### src/rtl/cond_jump_pc.sv
// Program counter with conditional jump on the sign/zero/positive state of an ALU result.
// A halt state is entered by an unconditional jump-to-self and is left only through load or reset.
module cond_jump_pc #(
  parameter int unsigned       WIDTH    = 16,
  parameter logic [WIDTH-1:0]  RESET_PC = '0,
  parameter int unsigned       CNT_W    = 8
) (
  input  logic             clk,
  input  logic             rst,
  input  logic             step,
  input  logic             jump_valid,
  input  logic [2:0]       cond,
  input  logic [WIDTH-1:0] value,
  input  logic [WIDTH-1:0] target,
  input  logic             load,
  input  logic [WIDTH-1:0] load_addr,
  output logic [WIDTH-1:0] pc,
  output logic             taken,
  output logic             halted,
  output logic [CNT_W-1:0] jump_count
);

  typedef enum logic [0:0] {StRun, StHalt} state_e;

  state_e           state_q;
  logic [WIDTH-1:0] pc_q;
  logic             taken_q;
  logic [CNT_W-1:0] cnt_q;

  logic neg, zero, pos, cond_true, take, halt_entry;

  always_comb begin
    neg        = value[WIDTH-1];
    zero       = (value == '0);
    pos        = !neg && !zero;
    cond_true  = (cond[2] & neg) | (cond[1] & zero) | (cond[0] & pos);
    take       = (state_q == StRun) && step && jump_valid && cond_true;
    // Only an unconditional jump-to-self halts; a conditional one just re-executes.
    halt_entry = take && (cond == 3'b111) && (target == pc_q);
  end

  always_ff @(posedge clk or posedge rst) begin
    if (rst) begin
      pc_q    <= RESET_PC;
      taken_q <= 1'b0;
      cnt_q   <= '0;
      state_q <= StRun;
    end else if (load) begin
      pc_q    <= load_addr;
      taken_q <= 1'b0;
      state_q <= StRun;
    end else if (state_q == StHalt) begin
      taken_q <= 1'b0;
    end else if (take) begin
      pc_q    <= target;
      taken_q <= 1'b1;
      if (cnt_q != '1) cnt_q <= cnt_q + CNT_W'(1);
      if (halt_entry) state_q <= StHalt;
    end else if (step) begin
      pc_q    <= pc_q + WIDTH'(1);
      taken_q <= 1'b0;
    end else begin
      taken_q <= 1'b0;
    end
  end

  assign pc         = pc_q;
  assign taken      = taken_q;
  assign halted     = (state_q == StHalt);
  assign jump_count = cnt_q;

endmodule

### config.mk
export PLATFORM = sky130hd
export DESIGN_NAME = cond_jump_pc
export DESIGN_NICKNAME = d
export VERILOG_FILES = /design/src/rtl/cond_jump_pc.sv
export SDC_FILE = /design/constraint.sdc
export NUM_CORES = 1
export LEC_CHECK = 0
export ABC_CLOCK_PERIOD_IN_PS = 4600
export CORE_ASPECT_RATIO = 1.5
export CORE_MARGIN = 4
export CORE_UTILIZATION = 44
export CTS_BUF_LIST = sky130_fd_sc_hd__clkbuf_8
export CTS_CLUSTER_SIZE = 14
export DETAILED_ROUTE_END_ITERATION = 6
export GPL_ROUTABILITY_DRIVEN = 1
export GPL_TIMING_DRIVEN = 0
export PLACE_DENSITY = 0.82
export SLEW_MARGIN = 20
export SYNTH_ARGS = -nofsm -noshare
export SYNTH_HDL_FRONTEND = slang
export SYNTH_SLANG_ARGS = --single-unit
export TNS_END_PERCENT = 50
### constraint.sdc
create_clock -name clk -period 4.6 [get_ports clk]
set_clock_uncertainty 0.1 [all_clocks]
set_input_delay 1.38 -clock clk [delete_from_list [all_inputs] [get_ports clk]]
set_output_delay 1.38 -clock clk [all_outputs]
set_load 0.02 [all_outputs]
======== Word-level counts from Yosys, hierarchy flattened ========
Cells that the tools add are included.
Widths: inputs -> output; s select.
word-level totals
  flip-flop bits (word level) ............. 26
  bits of input ports ..................... 56
  output and inout port bits .............. 26
  word-level logic and storage cells ...... 40
operators by class
  $add $sub $neg .......................... 2
  equality and inequality tests ........... 4
  muxes and demuxes ....................... 11
  bitwise gates (word level) .............. 7
  reduce and logical (&&, ||, !) cells .... 12
operators by type and width
  cell                   number
  $mux 16                4
  $add 16x1->16 const B  1
  $eq 16x16->1           1
  $logic_not 16->1       1
  $add 8x1->8 const B    1
  $ne 8x8->1 const B     1
  $mux 1                 7
  $logic_and 1x1->1      6
  $reduce_and 4->1       1
  $and 1x1->1            3
  $eq 3x3->1 const B     1
  $reduce_bool 3->1      1
  $logic_not 1->1        2
  $ne 2x2->1 const B     1
  $not 1->1              2
  $or 1x1->1             2
  $reduce_and 2->1       1

======== Depth between registers and ports, before layout ========
  word-level depth ........................ 12
  mapped depth ............................ 7
  mapped depth without buffers ............ 6

======== Worst setup path after synthesis ========
OpenSTA, ideal clock, no wires.
  path kind ............................... input port to flip-flop
  start ................................... in value[3]
  end ..................................... reg cnt_q[1], in the netlist jump_count[1]
  setup time .............................. 125 ps
  data arrival time ....................... 2841 ps
  data required time ...................... 4375 ps
  slack ................................... 1534 ps
  cell stages on the path ................. 5
  path buffers ............................ 0
  cells stage by stage .................... nor4_1 nand4_2 mux2_4 a311oi_2 mux2_2
between the ends
  word-level cells in the longest chain between the ends .. 7
  elaborated cells between the ends (all ways) .. 9
  classes of those cells .................. 4 x bitwise; 5 x reduce/logical
RTL lines
  element                         line  text
  start, declared                 13    input logic [WIDTH-1:0] value,
  $logic_not 16->1 (*)            34    zero = (value == '0);
  $logic_not 1->1                 35    pos = !neg && !zero;
  $logic_and 1x1->1               35
  $and 1x1->1                     36    cond_true = (cond[2] & neg) | (cond[1] & zero) | (cond[0] & pos);
  $or 1x1->1 (*)                  36
  $logic_and 1x1->1 (*)           37    take = (state_q == StRun) && step && jump_valid && cond_true;
  $reduce_and 4->1 (no line) (*)  -
  end signal, assigned            57    if (cnt_q != '1) cnt_q <= cnt_q + CNT_W'(1);
  end, declared                   28    logic [CNT_W-1:0] cnt_q;
Mark *: on every way between the ends. The rest lies on a longest branch, timed or not.
A chain may end at the register's enable or synchronous reset.

======== Worst setup path in the final report ========
  start ................................... in step
  end ..................................... reg cnt_q[1], in the netlist jump_count[1]
between the ends
  word-level cells in the longest chain between the ends .. 4
RTL lines
  element                         line  text
  start, declared                 10    input logic step,
  $logic_and 1x1->1 (3 in a row)  37
  $reduce_and 4->1 (no line)      -
No other way between the ends.

==> impl_metrics.toml <==
[logic_synthesis]
synth.area.top_cells = "dfrtp_1 33%, xnor2_1 6.2%, mux2i_1 5.0%"
synthesis.area_mm2 = 0.00199
syn_avg_cell_area_um2 = 9.20
synth.distinct_cells = 51
syn_inst = 216
seq_area_frac_synth_pct = 32.7
synth.largest_area_cell = "dfrtp_1"
synth-edff-count = 0
netlist.area_leader.share_pct = 32.7
async_flop_share_pct = 100
synth_ff_type = "dfrtp_1"
syn_nets = 274
ys_seq_elements = 26
yosysWarnings = 0

[timing]
fmax_ghz = 0.288
slew_violations = 0
min_period_over_period_pct = 75.4
worst_slew_pin_slew_ns = 0.954
hold_violations = 0
fin_crit_ns = 3.47
rsz0062_at_grt = "false"
slew_headroom_pct = 36.0
setup_viol = 0
setup_tns_ns = 0

[clock_network]
cts_setup_buffers = 0
htree_num_levels = 1
numCtsBuffers = 3
clock-sinks = 26
cts_tree = "yes"
ctsResizeCount = 0
cts-root-buf = "clkbuf_8"
clock_latency_ns = 0.28
ctsHoldBuffers = 0
clock_path_buffers = 2
clk_pin_slew_worst_paths_ns = 0.10

[routing]
drtAntennaViolNets = 0
drt_iter0_markers = 127
via_per_inst = 6.16
wire_per_inst_um = 17.6
dr.pass1.iters = 4
via_count = 2133
drc = 0
drt-total-wl_um = 6100

[place]
numPortBuffers = 80
gp_congestion = 0.905
dpl_cell_area_mm2 = 0.00285
dp_cells = 342
dp_hpwl_um = 4680

[worst_setup_path]
r2r_end = "jump_count[1]"
critPathRequiredTime_ns = 4.67
endpoint_kind = "flip-flop"
cp.buffers_inverters = 2
crit_fanout = 8
rr_worst_depth = 6
critPathLaunch = "step"
crit_path_start_kind = "input port"
cp_top_family = "buffers and inverters"
max_stage_delay_ns = 0.49
r2r_slack_ns = 2.32
crit_arrival_ns = 3.54
crit_slowest_cell = "clkdlybuf4s50_1"
cp_cell_sequence = "clkdlybuf4s50_1 -> nor2b_1 -> clkbuf_1 -> nand3_1 -> mux2_4 -> a311oi_2 -> mux2_2"
r2r-start = "halted"
crit_type = "input port to flip-flop"

[floorplan]
io_pins = 82
die_h_um = 90.3
core_area_mm2 = 0.00432
placementRows = 29
die-area_mm2 = 0.00568
die_w_um = 62.9
start_util_pct = 46.0

[min_path]
hold_path_end = "jump_count[5]"
holdPathStages = 1
min_from = "jump_count[5]"
hold_path_class = "flip-flop to flip-flop"

[layout]
fin_cells = 346
fin_nets = 359
n_fill_cell = 357
n_antenna_cell = 0
final_util_pct = 67.6
drive_gt1_share_pct = 7.33
finalInstanceArea_mm2 = 0.00292
syn_to_final_growth_pct = 46.8

[grt]
grt.met1_usage_pct = 25.8
busiest_layer = "met2"
grt_pass1_vias = 2166
antenna_found_initial = 0
grt-ovfl-total = 0
grtUsageTotal_pct = 21.8
grt_max_degree = 27
grt_first_pass_wirelength_um = 10200
grt.met2_usage_pct = 37.7
grt_use_met3_pct = 3.61

[pwr]
p_leak_nw = 1.18
irDropWorstVdd_uv = 129
total_power_uw = 825
power_per_cell_area_mw_per_mm2 = 283

[flow_run]
cap_viol_max_count = 0

[status]
status = "completed"
## flip-flops by register name, summed over array words and instances (netlist names)
| signal | cells |
|---|---|
| taken | 1 |
| halted | 1 |
| pc | 16 |
| jump_count | 8 |
## cell usage after synthesis (all sizes together), types with 4 or more instances
| master | n |
|---|---|
| a21oi | 11 |
| o31ai | 4 |
| dfrtp | 26 |
| nor2 | 10 |
| xor2 | 9 |
| xnor2 | 14 |
| inv | 6 |
| o21ai | 5 |
| buf | 4 |
| clkbuf | 7 |
| and3 | 11 |
| nand4 | 6 |
| a221o | 4 |
| nand2 | 15 |
| mux2 | 6 |
| nor4 | 10 |
| nor3 | 8 |
| mux2i | 11 |
| nand3 | 12 |
## power breakdown
| group | switching [mW] | internal (mW) | total (mW) |
|---|---|---|---|
| clock | 0.0785 | 0.117 | 0.195 |
| sequential | 0.0525 | 0.261 | 0.314 |
| combinational | 0.150 | 0.166 | 0.316 |
## layout by cell type (no fill, tap or decap), types with 2 or more instances in the layout
cell	n
a211oi_1	3
a21oi_1	11
a221o_1	4
a221oi_1	3
a2bb2oi_1	2
a31oi_1	3
and2_1	3
and3_1	11
clkbuf_1	7
clkbuf_8	3
clkdlybuf4s50_1	80
dfrtp_1	26
ha_1	2
inv_1	5
mux2_2	5
mux2i_1	10
nand2_1	15
nand2b_1	2
nand3_1	12
nand3b_1	2
nand4_1	5
nor2_1	10
nor3_1	8
nor4_1	5
nor4_2	3
nor4_4	2
o21ai_0	5
o31ai_1	4
or4_1	2
xnor2_1	14
xor2_1	9
## area by class of cell
class | count | area, um2 | area share [%]
Clock buffer | 3 | 41.3 | 1.42
Timing Repair Buffer | 80 | 801 | 27.4
Sequential cell | 26 | 651 | 22.3
Tap cell | 46 | 57.6 | 1.97
Buffer | 11 | 53.8 | 1.84
Multi-Input combinational cell | 173 | 1260 | 43.2
Inverter | 6 | 22.5 | 0.772
Clock inverter | 1 | 30.0 | 1.03
## worst max-delay path by stage
stage | cells after the start | slack (ns) | endpoint
2_1_floorplan | 5 | 1.53 | jump_count[1]
3_3_place_gp | 7 | 0.87 | jump_count[1]
3_5_place_dp | 7 | 0.83 | jump_count[1]
4_1_cts | 7 | 1.12 | jump_count[1]
5_1_grt | 7 | 1.01 | jump_count[1]
6_report | 7 | 1.13 | jump_count[1]
## metrics by stage
stage | setup slack [ns] | hold WS, ns
global route | 1.01 | 0.440
detailed placement | 0.825 | 0.392
CTS | 1.12 | 0.405
finish | 1.13 | 0.398
global placement | 0.867 | 0.372
floorplan | 1.53 | 0.489
## worst register-to-register path, delay by kind of cell, from the launching register on
family	cells	cell delay, ns
DFF	1	0.42
buffers and inverters	1	0.33
AOI/OAI and AO/OA	1	0.28
and+or+nand+nor	2	0.33
muxes	2	0.72
## routing by layer
metal  vias up  wire length, um
met5         -                0
met4         0              208
met3        24              478
met2       120             3080
met1      1002             2330
li1        987                -
## kinds of logic (layout without fill, tap and decap cells)
kind of cell | after synthesis | after routing | synth area share [%]
XOR/XNOR | 23 | 23 | 10.1
buffers and inverters | 17 | 101 | 3.84
adder cells (fa/ha/maj) | 2 | 2 | 1.26
multiplexers | 17 | 17 | 9.75
AO/OA/AOI/OAI | 47 | 47 | 17.1
flip-flops | 26 | 26 | 32.7
AND/OR/NAND/NOR | 84 | 84 | 25.2
Note: power is estimated with default switching activity, not from simulation.
